## src/rtl/mdu_iter.sv

```systemverilog
// mdu_iter: iterative RV32M multiply/divide unit.
//   Shift-add multiply and restoring divide, BITS_PER_CYCLE bits per
//   iteration, with sign fix-up in a single FIX cycle.
// Ports:
//   clk, reset_n      clock (rising edge), synchronous active-low reset
//   flush             abort any operation in flight
//   in_valid/in_ready request handshake (op, rs1, rs2 latched on accept)
//   op                funct3: MUL, MULH, MULHSU, MULHU, DIV, DIVU, REM, REMU
//   out_valid/out_ready result handshake; result held until accepted
//   result            result word, holds last value between operations
//   busy              operation in flight or result pending
module mdu_iter #(
  parameter int unsigned XLEN           = 32,
  parameter int unsigned BITS_PER_CYCLE = 1,
  parameter int unsigned FAST_SPECIAL   = 1
) (
  input  logic            clk,
  input  logic            reset_n,
  input  logic            flush,
  input  logic            in_valid,
  output logic            in_ready,
  input  logic [2:0]      op,
  input  logic [XLEN-1:0] rs1,
  input  logic [XLEN-1:0] rs2,
  output logic            out_valid,
  input  logic            out_ready,
  output logic [XLEN-1:0] result,
  output logic            busy
);

  localparam int unsigned NITER = XLEN / BITS_PER_CYCLE;
  localparam int unsigned CW    = $clog2(NITER + 1);
  localparam int unsigned AW    = 2 * XLEN + 1;
  localparam int unsigned SW    = XLEN + BITS_PER_CYCLE + 1;
  localparam logic [XLEN-1:0] MOST_NEG = {1'b1, {(XLEN-1){1'b0}}};

  typedef enum logic [1:0] {
    S_IDLE,
    S_BUSY,
    S_FIX,
    S_DONE
  } state_e;

  state_e state_q, state_d;

  logic [2:0]      op_q, op_d;
  logic            sign_a_q, sign_a_d;
  logic            sign_b_q, sign_b_d;
  logic            special_q, special_d;
  logic            bzero_q, bzero_d;
  logic [XLEN-1:0] b_q, b_d;
  logic [XLEN-1:0] result_q, result_d;
  logic [AW-1:0]   acc_q, acc_d;
  logic [CW-1:0]   cnt_q, cnt_d;

  // ---------------- request decode ----------------
  logic            accept;
  logic            in_sa, in_sb;
  logic            in_div_zero, in_ovf, in_special;
  logic [XLEN-1:0] a_abs, b_abs, special_res;

  assign accept = (state_q == S_IDLE) && in_valid && !flush;

  always_comb begin
    in_sa = 1'b0;
    in_sb = 1'b0;
    case (op)
      3'b001:         begin in_sa = rs1[XLEN-1]; in_sb = rs2[XLEN-1]; end
      3'b010:         in_sa = rs1[XLEN-1];
      3'b100, 3'b110: begin in_sa = rs1[XLEN-1]; in_sb = rs2[XLEN-1]; end
      default:        ;
    endcase
    a_abs = in_sa ? -rs1 : rs1;
    b_abs = in_sb ? -rs2 : rs2;

    in_div_zero = (rs2 == '0);
    in_ovf      = !op[0] && (rs1 == MOST_NEG) && (rs2 == '1);
    in_special  = (FAST_SPECIAL != 0) && op[2] && (in_div_zero || in_ovf);

    if (in_div_zero) special_res = op[1] ? rs1 : '1;
    else             special_res = op[1] ? '0 : MOST_NEG;
  end

  // ---------------- iteration steps ----------------
  // acc layout: {hi (XLEN+1), lo (XLEN)}. Multiply consumes lo from the
  // bottom while the product shifts in from the top; divide keeps the
  // partial remainder in hi and shifts quotient bits into lo.
  logic [SW-1:0]   mul_sum;
  logic [AW-1:0]   mul_step;
  logic [AW-1:0]   div_step;
  logic [XLEN:0]   div_trial;

  always_comb begin
    mul_sum = {{BITS_PER_CYCLE{1'b0}}, acc_q[AW-1:XLEN]};
    for (int unsigned j = 0; j < BITS_PER_CYCLE; j++) begin
      if (acc_q[j]) mul_sum = mul_sum + (SW'(b_q) << j);
    end
    mul_step = {mul_sum, acc_q[XLEN-1:BITS_PER_CYCLE]};
  end

  always_comb begin
    div_step  = acc_q;
    div_trial = '0;
    for (int unsigned j = 0; j < BITS_PER_CYCLE; j++) begin
      div_step  = div_step << 1;
      div_trial = div_step[AW-1:XLEN] - {1'b0, b_q};
      if (!div_trial[XLEN]) begin
        div_step[AW-1:XLEN] = div_trial;
        div_step[0]         = 1'b1;
      end
    end
  end

  // ---------------- sign fix-up / output select ----------------
  logic [2*XLEN-1:0] fix_prod;
  logic [XLEN-1:0]   fix_quo, fix_rem, fix_res;

  always_comb begin
    fix_prod = acc_q[2*XLEN-1:0];
    if (sign_a_q ^ sign_b_q) fix_prod = -fix_prod;
    // Divide-by-zero must yield all-ones regardless of dividend sign.
    fix_quo = acc_q[XLEN-1:0];
    if ((sign_a_q ^ sign_b_q) && !bzero_q) fix_quo = -fix_quo;
    fix_rem = acc_q[2*XLEN-1:XLEN];
    if (sign_a_q) fix_rem = -fix_rem;

    case (op_q)
      3'b000:                 fix_res = fix_prod[XLEN-1:0];
      3'b001, 3'b010, 3'b011: fix_res = fix_prod[2*XLEN-1:XLEN];
      3'b100, 3'b101:         fix_res = fix_quo;
      default:                fix_res = fix_rem;
    endcase
    if (special_q) fix_res = acc_q[XLEN-1:0];
  end

  // ---------------- FSM: state register ----------------
  always_ff @(posedge clk) begin
    if (!reset_n) state_q <= S_IDLE;
    else          state_q <= state_d;
  end

  // ---------------- FSM: next state ----------------
  // Fast special cases skip BUSY but still pass through FIX, which
  // registers the pre-computed special result one cycle after accept.
  always_comb begin
    state_d = state_q;
    case (state_q)
      S_IDLE: if (accept) state_d = in_special ? S_FIX : S_BUSY;
      S_BUSY: begin
        if (flush)                  state_d = S_IDLE;
        else if (cnt_q == CW'(1))   state_d = S_FIX;
      end
      S_FIX:  state_d = flush ? S_IDLE : S_DONE;
      S_DONE: if (flush || out_ready) state_d = S_IDLE;
      default: state_d = S_IDLE;
    endcase
  end

  // ---------------- FSM: outputs ----------------
  always_comb begin
    in_ready  = (state_q == S_IDLE);
    out_valid = (state_q == S_DONE);
    busy      = (state_q != S_IDLE);
  end

  assign result = result_q;

  // ---------------- datapath ----------------
  always_comb begin
    op_d      = op_q;
    sign_a_d  = sign_a_q;
    sign_b_d  = sign_b_q;
    special_d = special_q;
    bzero_d   = bzero_q;
    b_d       = b_q;
    acc_d     = acc_q;
    cnt_d     = cnt_q;
    result_d  = result_q;
    case (state_q)
      S_IDLE: begin
        if (accept) begin
          op_d      = op;
          sign_a_d  = in_sa;
          sign_b_d  = in_sb;
          special_d = in_special;
          bzero_d   = in_div_zero;
          b_d       = b_abs;
          cnt_d     = CW'(NITER);
          acc_d     = in_special ? AW'(special_res) : AW'(a_abs);
        end
      end
      S_BUSY: begin
        acc_d = op_q[2] ? div_step : mul_step;
        cnt_d = cnt_q - CW'(1);
      end
      S_FIX: begin
        if (!flush) result_d = fix_res;
      end
      default: ;
    endcase
  end

  always_ff @(posedge clk) begin
    if (!reset_n) begin
      op_q      <= '0;
      sign_a_q  <= 1'b0;
      sign_b_q  <= 1'b0;
      special_q <= 1'b0;
      bzero_q   <= 1'b0;
      b_q       <= '0;
      acc_q     <= '0;
      cnt_q     <= '0;
      result_q  <= '0;
    end else begin
      op_q      <= op_d;
      sign_a_q  <= sign_a_d;
      sign_b_q  <= sign_b_d;
      special_q <= special_d;
      bzero_q   <= bzero_d;
      b_q       <= b_d;
      acc_q     <= acc_d;
      cnt_q     <= cnt_d;
      result_q  <= result_d;
    end
  end

endmodule

```

## config.mk

```make
export PLATFORM = sky130hd
export DESIGN_NAME = mdu_iter
export DESIGN_NICKNAME = d
export VERILOG_FILES = /design/src/rtl/mdu_iter.sv
export SDC_FILE = /design/constraint.sdc
export NUM_CORES = 1
export LEC_CHECK = 0
export ABC_CLOCK_PERIOD_IN_PS = 5000
export CAP_MARGIN = 30
export CORE_UTILIZATION = 35
export CTS_BUF_LIST = sky130_fd_sc_hd__clkbuf_8
export DETAILED_ROUTE_END_ITERATION = 8
export PLACE_DENSITY = 0.51
export SYNTH_ARGS = -nofsm -noshare
export SYNTH_HDL_FRONTEND = slang
export SYNTH_SLANG_ARGS = --single-unit
```

## constraint.sdc

```tcl
create_clock -name clk -period 5 [get_ports clk]
set_input_delay 1 -clock clk [delete_from_list [all_inputs] [get_ports clk]]
set_output_delay 1 -clock clk [all_outputs]
set_load 0.01 [all_outputs]
```

==> results.yml, run 1 <==
power_and_ir_drop:
  power.total_mw: 3.919
  powerDensity_nw_per_um2: 224.8
  p_leak_nw: 6.513
  ir_drop_uv: 166.1
logic_synthesis:
  synth-seq-cells: 144
  yosysWarnings: 0
  postSynthAreaPerCell_um2: 6.912
  syn_nets: 2367
  synth-edff-count: 0
  synth_area_um2: 15350
  ys.flop_type: "dfxtp_1"
  async_flop_share_pct: 0
  synth_seq_area_share_pct: 18.78
  synth_cell_type_count: 87
  syn-instance-count: 2221
clock_tree:
  cts_resized: 0
  ctsHtreeMaxLevel: 4
  cts_root_buffer: "clkbuf_8"
  cts_setup_buffers: 0
  clk_pin_slew_ns: 0.10
  cts.sinks: 144
  clockBufferDepth: 2
  cts_buffers: 17
  clock_latency_ns: 0.51
  tritoncts: "done"
  cts_hold_buf: 0
die:
  die_w_um: 211.4
  dieArea_um2: 44700
  num_rows: 76
  core-area_um2: 43170
  io_pins: 107
  start_util_pct: 35.56
  die_y_um: 211.4
sta:
  finalSetupTns_ns: 0
  max-slew-margin-rel_pct: 25.16
  final-hold-violation-count: 0
  rsz0062_at_grt: "false"
  layout_min_cycle_time_ns: 4.521
  skew_ns: 0.02606
  slew_viol_final: 0
  fin_crit_sh_pct: 90.43
  fmax_mhz: 221.2
  worstMarginPinSlew_ns: 1.123
  setup_viol: 0
job:
  max_cap_viol_count: 0
place:
  dpl.hpwl_mm: 46.44
  port-buffer-count: 106
  gp_congestion: 0.9445
run_status:
  outcome: "finished, final reports clean"
drt:
  drc_errors: 0
  via_per_inst: 5.985
  routed-via-count: 16950
  drt_first_pass_iters: 6
  wl_per_cell_um: 21.71
  antenna_left: 0
  first_iter_violations: 1513
  routed_wl_mm: 61.49
layout:
  num-nets-final: 2380
  area_delta_synth_final_pct: 13.52
  diodes: 0
  drive_gt1_share_pct: 6.186
setup_path:
  crit_path_start_kind: "flop"
  critPathMaxFanout: 16
  cp_data_arrival_time_ns: 4.89
  cp-end-kind: "flop"
  required_ns: 5.36
  worstSetupPathType: "reg -> reg"
hold_path:
  holdCritPathClass: "reg -> reg"
grt:
  track_usage_pct: 27.36
  grt_first_pass_wirelength_mm: 94.07
  grt_max_degree: 58
  grt_antenna_before_repair: 0
  grt-ovfl-total: 0
  grt_pass1_vias: 15750
## final timing paths
path	start	end	slack, ns	cells past startpoint
worst min-delay path	result[20]	result[20]	0.47	2
worst min register to register	result[20]	result[20]	0.47	2
worst max-delay path	b_q[17]	acc_q[48]	0.48	16
worst max register to register	b_q[17]	acc_q[48]	0.48	16
## worst max-delay path, cell delays in order (launching register included)
cell and delay, ns:
dfxtp_1 0.37, inv_1 0.05, ha_1 0.36, a211o_1 0.34
a2111oi_0 0.40, nor2_1 0.12, and2_1 0.19, a2111o_1 0.38
nand2_1 0.17, o21ai_0 0.12, a211oi_1 0.26, nor2_1 0.08
ha_1 0.65, buf_4 0.24, mux2_2 0.33, a222oi_1 0.21
o21ai_0 0.12
## cell type report
type / count / area [um2]
Clock inverter: 15 / 193.9
Timing Repair Buffer: 178 / 1609
Fill cell: 4665 / 25740
Tap cell: 585 / 732.0
Inverter: 99 / 371.6
Multi-Input combinational cell: 1794 / 11400
Clock buffer: 17 / 234.0
Sequential cell: 144 / 2887
## state kept, by name (all words and copies together), names as in the netlist
name	flops
state_q	2
acc_q	65
result	32
special_q	1
op_q	3
b_q	32
sign_a_q	1
sign_b_q	1
cnt_q	6
bzero_q	1
## metal layers
layer	wire (um)	GRT usage, %	up-vias
li1	-	-	8119
met1	28630	38.78	8013
met2	26740	42.11	709
met3	4562	4.094	108
met4	1555	8.871	0
met5	0	0	-
## synthesized netlist by cell type, types with 15 or more instances
cell	n	area share [%]
and3_1	16	0.65
mux2i_1	51	3.3
a221oi_1	15	0.86
nor2_1	202	4.9
a21oi_1	227	7.4
nor4_1	21	0.86
clkbuf_1	151	3.7
dfxtp_1	144	19
o21ai_0	185	6.0
nand3_1	78	2.5
or3_1	24	0.98
a211oi_1	61	3.0
buf_1	20	0.49
nor3_1	52	1.7
o211ai_1	36	1.8
ha_1	72	5.9
xnor2_1	117	6.7
nor2b_1	30	1.2
o21a_1	17	0.83
nand2b_1	33	1.3
or4_1	16	0.78
o31ai_1	20	0.98
xor2_1	53	3.0
nand2_1	180	4.4
a31oi_1	41	1.7
inv_1	98	2.4
a21o_1	22	1.1
o31a_1	18	1.0
nand4_1	26	1.1
## logic make-up (layout without fill, tap and decap cells)
family | after synthesis | after routing | share of synthesized area [%]
AOI/OAI and AO/OA | 770 | 770 | 31.76
xor gates and xnor gates | 170 | 170 | 9.698
adders and majority gates | 74 | 74 | 6.129
buffers and inverters | 283 | 309 | 7.082
DFF | 144 | 144 | 18.78
muxes | 56 | 56 | 3.692
and+or+nand+nor | 724 | 724 | 22.86
## metrics by stage
step	hold slack (ns)	setup slack (ns)	instances	area, um2	util, %
after floorplan	0.4438	1.074	2221	15350	-
after global placement	0.4536	0.4910	2800	17000	39.38
after detailed placement	0.4602	0.3530	2800	17000	39.38
after CTS	0.4738	0.4937	2832	17430	40.37
after global routing	0.4929	0.1885	2832	17430	40.37
final	0.4713	0.4786	2832	17430	40.37
## placed cells by master (no fill, tap or decap), drive strengths merged, types with 10 or more instances in the layout
cell type,instances
a21o,22
o31a,18
xor2,53
buf,73
nand2,180
and3,16
nor3,55
ha,72
nor2,202
a211oi,61
o21a,17
nor2b,30
o31ai,20
a31oi,41
nor4,23
o211ai,36
nand4,26
clkbuf,17
a221oi,16
or3,25
dfxtp,144
mux2i,51
o21ai,187
clkdlybuf4s50,105
nand3,78
xnor2,117
a22oi,10
a21oi,227
nand2b,33
inv,103
o221ai,14
or4,17
## power by group
part	total, mW	leakage, nW	switching [mW]	internal [mW]
logic	1.53	5.12	0.951	0.582
registers	1.30	1.17	0.105	1.20
clock network	1.08	0.223	0.541	0.542
total	3.92	6.51	1.60	2.32
No activity file was read; power rests on OpenSTA's default activity.
==> run 2, diff against run 1 <==
--- a/config.mk
+++ b/config.mk
@@ -10,7 +10,7 @@
 export CORE_UTILIZATION = 35
 export CTS_BUF_LIST = sky130_fd_sc_hd__clkbuf_8
 export DETAILED_ROUTE_END_ITERATION = 8
-export PLACE_DENSITY = 0.51
+export PLACE_DENSITY = 0.63
 export SYNTH_ARGS = -nofsm -noshare
 export SYNTH_HDL_FRONTEND = slang
 export SYNTH_SLANG_ARGS = --single-unit
==> run 2 against run 1 <==
Against the previous run:
- sequential share of layout area about the same
- fmax up 4.5%
- design area down 0.25%
- via count up 1.4%
- clock skew up 0.012 ns
- critical path depth up 3
- global-route usage down 1.2 points
- sequential power about the same
- combinational power about the same
- critical path type unchanged
- critical endpoint is now acc_q[61]
- largest cell class unchanged
==> results.yml, run 2 (same netlist as run 1, synthesis figures left out) <==
layout:
  area_delta_synth_final_pct: 13.24
  drive_gt1_share_pct: 6.066
  num-nets-final: 2375
  largest_reg_flops: 65
  diodes: 0
  largest-register: "acc_q"
  layout_commonest_cell: "a21oi_1"
  layout_common_cells: "a21oi_1 (227), nor2_1 (200), o21ai_0 (185), nand2_1 (180), dfxtp_1 (143)"
  finalInstanceArea_um2: 17380
  num-fill-cells: 4584
setup_path:
  critPathMaxFanout: 17
  r2r_start: "b_q[18]"
  reg2regPathDepth: 19
  worstSetupPathType: "reg -> reg"
  cp-end-kind: "flop"
  required_ns: 5.41
  cp_data_arrival_time_ns: 4.73
  r2r_slack_ns: 0.67
  crit_path_start_kind: "flop"
  rr_endpoint: "acc_q[61]"
sta:
  setup_viol: 0
  final-hold-violation-count: 0
  layout_min_cycle_time_ns: 4.325
  worstMarginPinSlew_ns: 0.9859
  max-slew-margin-rel_pct: 34.28
  slew_viol_final: 0
  finalSetupTns_ns: 0
  fin_crit_sh_pct: 86.50
  rsz0062_at_grt: "false"
  fmax_mhz: 231.2
  skew_ns: 0.03805
power_and_ir_drop:
  powerDensity_nw_per_um2: 220.1
  p_leak_nw: 6.458
  ir_drop_uv: 171.7
place:
  placed_area_um2: 16990
  gp_congestion: 0.9963
  port-buffer-count: 106
  dpl.hpwl_mm: 44.66
drt:
  via_per_inst: 6.080
  routed_wl_mm: 59.48
  first_iter_violations: 1677
  wl_per_cell_um: 21.04
  antenna_left: 0
  drt_first_pass_iters: 8
  drc_errors: 0
  routed-via-count: 17190
clock_tree:
  clock_latency_ns: 0.55
  clk_pin_slew_ns: 0.10
  cts.sinks: 144
  cts_hold_buf: 0
  cts_setup_buffers: 0
  cts_buffers: 17
  ctsHtreeMaxLevel: 4
  clockBufferDepth: 2
  tritoncts: "done"
  cts_resized: 0
  cts_root_buffer: "clkbuf_8"
die:
  start_util_pct: 35.56
  core-area_um2: 43170
  io_pins: 107
  die_w_um: 211.4
  num_rows: 76
  die_y_um: 211.4
  dieArea_um2: 44700
job:
  max_cap_viol_count: 0
run_status:
  outcome: "finished, final reports clean"
grt:
  grt-ovfl-total: 0
  grt_max_degree: 62
  grt_first_pass_wirelength_mm: 91.05
  grt_antenna_before_repair: 0
  track_usage_pct: 26.12
  grt_pass1_vias: 15880
hold_path:
  holdPathStages: 2
  hold_end: "result[20]"
  worstHoldStart: "result[20]"
  holdCritPathClass: "reg -> reg"
[run 2: per-stage QoR]
stage | setup slack, ns | hold WS (ns) | power, mW | util [%] | cells
after floorplan | 1.074 | 0.4438 | 2.323 | - | 2221
final | 0.6749 | 0.4607 | 3.826 | 40.27 | 2827
after CTS | 0.7256 | 0.4629 | 3.792 | 40.27 | 2827
after global placement | 0.4021 | 0.4523 | 2.798 | 39.33 | 2794
after global routing | 0.3672 | 0.4791 | 4.008 | 40.27 | 2827
after detailed placement | 0.2798 | 0.4503 | 2.812 | 39.36 | 2795
[run 2: worst max path at each step]
stage	start	to	slack [ns]	cells past startpoint
2_1_floorplan	acc_q[48]	acc_q[61]	1.07	16
3_5_place_dp	rs2[0]	acc_q[21]	0.28	12
4_1_cts	b_q[18]	acc_q[62]	0.73	17
5_1_grt	acc_q[32]	acc_q[61]	0.37	19
6_report	b_q[18]	acc_q[61]	0.67	19
3_3_place_gp	rs2[0]	acc_q[12]	0.40	12
[run 2: final cells by class]
| class | count | area [um2] | share of cell area (%) |
|---|---|---|---|
| Clock buffer | 18 | 247.7 | 1.425 |
| Clock inverter | 14 | 145.1 | 0.8349 |
| Inverter | 99 | 371.6 | 2.138 |
| Multi-Input combinational cell | 1794 | 11400 | 65.58 |
| Sequential cell | 144 | 2887 | 16.60 |
| Tap cell | 585 | 732.0 | 4.210 |
| Timing Repair Buffer | 173 | 1600 | 9.205 |
[run 2: worst max-delay path, cell delays in order, from the launching register on]
cell and delay (ns):
dfxtp_1 0.45, inv_1 0.08, ha_1 0.38, o21a_1 0.21, a2111oi_0 0.45, nor2_1 0.11, and2_1 0.18, a2111o_1 0.38
nand2_1 0.11, o21ai_0 0.12, a211oi_1 0.27, nor2_1 0.09, ha_1 0.36, buf_12 0.19, buf_4 0.16, nor2b_1 0.14
mux2i_1 0.15, o2111ai_1 0.12, o21ai_0 0.22, a21oi_1 0.06
[run 2: power breakdown]
group          internal [mW]  total, mW  switching, mW
logic                  0.588       1.52          0.932
clock network          0.422      0.992          0.571
registers               1.20       1.31          0.116
[run 2: layer usage]
layer	vias up	routed length (um)	part of all wire, %	global-route usage, %
met5	-	0	0	0
met1	8077	26090	44	35.57
met3	128	4698	7.9	3.427
li1	8135	-	-	-
met2	847	26410	44	40.94
met4	0	2285	3.8	11.62
==> run 3, diff against run 2 <==
--- a/config.mk
+++ b/config.mk
@@ -5,12 +5,13 @@
 export SDC_FILE = /design/constraint.sdc
 export NUM_CORES = 1
 export LEC_CHECK = 0
-export ABC_CLOCK_PERIOD_IN_PS = 5000
+export ABC_CLOCK_PERIOD_IN_PS = 4900
 export CAP_MARGIN = 30
 export CORE_UTILIZATION = 35
 export CTS_BUF_LIST = sky130_fd_sc_hd__clkbuf_8
 export DETAILED_ROUTE_END_ITERATION = 8
 export PLACE_DENSITY = 0.63
+export SLEW_MARGIN = 20
 export SYNTH_ARGS = -nofsm -noshare
 export SYNTH_HDL_FRONTEND = slang
 export SYNTH_SLANG_ARGS = --single-unit
==> constraint.sdc (replaced) <==
create_clock -name clk -period 4.9 [get_ports clk]
set_input_delay 0.98 -clock clk [delete_from_list [all_inputs] [get_ports clk]]
set_output_delay 0.98 -clock clk [all_outputs]
set_load 0.01 [all_outputs]
==> run 3 against run 2 <==
Against the previous run:
- worst setup slack worse by 0.12 ns
- clock power is 7% higher
- global-route usage is 0.31 points higher
- design area stayed put
==> results.yml, run 3 (same netlist as run 1, synthesis figures left out) <==
run_status:
  outcome: "finished, final reports clean"
sta:
  worstMarginPinSlew_ns: 1.083
  rsz0062_at_grt: "false"
  layout_min_cycle_time_ns: 4.345
  max-slew-margin-rel_pct: 27.79
  fin_crit_sh_pct: 88.67
  layout_setup_ws_ns: 0.5549
  slew_viol_final: 0
  finalSetupTns_ns: 0
  setup_viol: 0
  skew_ns: 0.03436
  hold_slack_ns: 0.4630
  fmax_mhz: 230.1
  final-hold-violation-count: 0
drt:
  drc_errors: 0
  wl_per_cell_um: 21.09
  antenna_left: 0
  routed_wl_mm: 59.65
  via_per_inst: 6.051
  routed-via-count: 17120
  first_iter_violations: 1652
  drt_first_pass_iters: 5
layout:
  final_cells: 2829
  largest-register: "acc_q"
  num-fill-cells: 4602
  layout_common_cells: "a21oi_1 (227), nor2_1 (200), o21ai_0 (185), nand2_1 (180), dfxtp_1 (143)"
  finalInstanceArea_um2: 17380
  finish.utilization_pct: 40.27
  largest_reg_flops: 65
  num-nets-final: 2376
  drive_gt1_share_pct: 6.019
  layout_commonest_cell: "a21oi_1"
  area_delta_synth_final_pct: 13.24
setup_path:
  required_ns: 5.28
  critPathMaxFanout: 34
  worst_path_max_delay_cell: "a2111o_1"
  cp-end-kind: "flop"
  crit_chain: "inv_1 > ha_1 > a211o_1 > a2111oi_0 > nor2_1 > and2_1 > a2111o_1 > nand2_1 > o21ai_0 > a211oi_1 > nor2_1 > ha_1 > buf_12 > nand2_1 > a2111o_1 > o21ai_0 > o41ai_1"
  max_stage_delay_ns: 0.39
  critical-path-top-delay-family: "compound AO/OA/AOI/OAI gates"
  crit_path_start_kind: "flop"
  cp_data_arrival_time_ns: 4.72
  worstSetupPathType: "reg -> reg"
  cp_num_buf_inv: 2
power_and_ir_drop:
  combPwrFrac_pct: 39.3
  powerDensity_nw_per_um2: 226.4
  switching_share_pct: 40.79
  internal_power_mw: 2.330
  p_leak_nw: 6.476
  power.total_mw: 3.935
  p_seq_share_pct: 33.9
  p_sw_mw: 1.605
  ir_drop_uv: 164.1
  clkPwrFrac_pct: 26.8
grt:
  track_usage_pct: 26.43
  grt_first_pass_wirelength_mm: 92.34
  grt_antenna_before_repair: 1
  grt-ovfl-total: 0
  grt_max_degree: 58
  grt_pass1_vias: 16110
clock_tree:
  clockBufferDepth: 2
  ctsHtreeMaxLevel: 4
  tritoncts: "done"
  clk_pin_slew_ns: 0.09
  cts.sinks: 144
  cts_root_buffer: "clkbuf_8"
  cts_buffers: 17
  clock_latency_ns: 0.54
  cts_hold_buf: 0
  cts_setup_buffers: 0
  cts_resized: 0
job:
  max_cap_viol_count: 0
place:
  port-buffer-count: 106
  dpl.hpwl_mm: 44.65
  place_inst: 2795
  dp_slack_ns: 0.3418
  gp_congestion: 1.024
  placed_area_um2: 16960
hold_path:
  holdCritPathClass: "reg -> reg"
die:
  dieArea_um2: 44700
  die_w_um: 211.4
  num_rows: 76
  die_y_um: 211.4
  start_util_pct: 35.56
  io_pins: 107
  core-area_um2: 43170
==> run 3: path summary, 6_finish.rpt <==
kind / startpoint / to / slack [ns] / depth (start not counted)
worst min-delay path: result[20] / result[20] / 0.46 / 2
worst max-delay path: b_q[17] / acc_q[59] / 0.55 / 17
worst max register to register: b_q[17] / acc_q[59] / 0.55 / 17
worst min register to register: result[20] / result[20] / 0.46 / 2
==> run 3: power by group through the flow <==
stage / clock network (mW) / logic [mW] / registers, mW
floorplan: 0 / 1.09 / 1.28
global placement: 0 / 1.49 / 1.36
detailed placement: 0 / 1.50 / 1.36
CTS: 1.06 / 1.51 / 1.33
global route: 1.11 / 1.68 / 1.34
finish: 1.06 / 1.55 / 1.33
==> run 3: per-layer routing <==
metal  track usage, %  wire [um]  vias up
met5                0          0        -
li1                 -          -     8133
met2            41.75      26470      832
met3            3.026       4711      127
met4            11.87       2390        0
met1            35.95      26070     8027
==> run 3: cell type report <==
| type | instances | area [um2] | area share (%) |
|---|---|---|---|
| inverters | 99 | 371.6 | 2.138 |
| clock buffers | 18 | 247.7 | 1.425 |
| well taps | 585 | 732.0 | 4.210 |
| clock inverters | 14 | 166.4 | 0.9572 |
| diodes | 1 | 2.502 | 0.01439 |
| flip-flops and latches | 144 | 2887 | 16.60 |
| repair buffers | 174 | 1577 | 9.069 |
| multi-input cells | 1794 | 11400 | 65.58 |
==> run 3: tightest hold or removal path, cell delays in order (launching register included) <==
cell and delay, ns:
dfxtp_1 0.32, nand2_1 0.05, a21oi_1 0.05
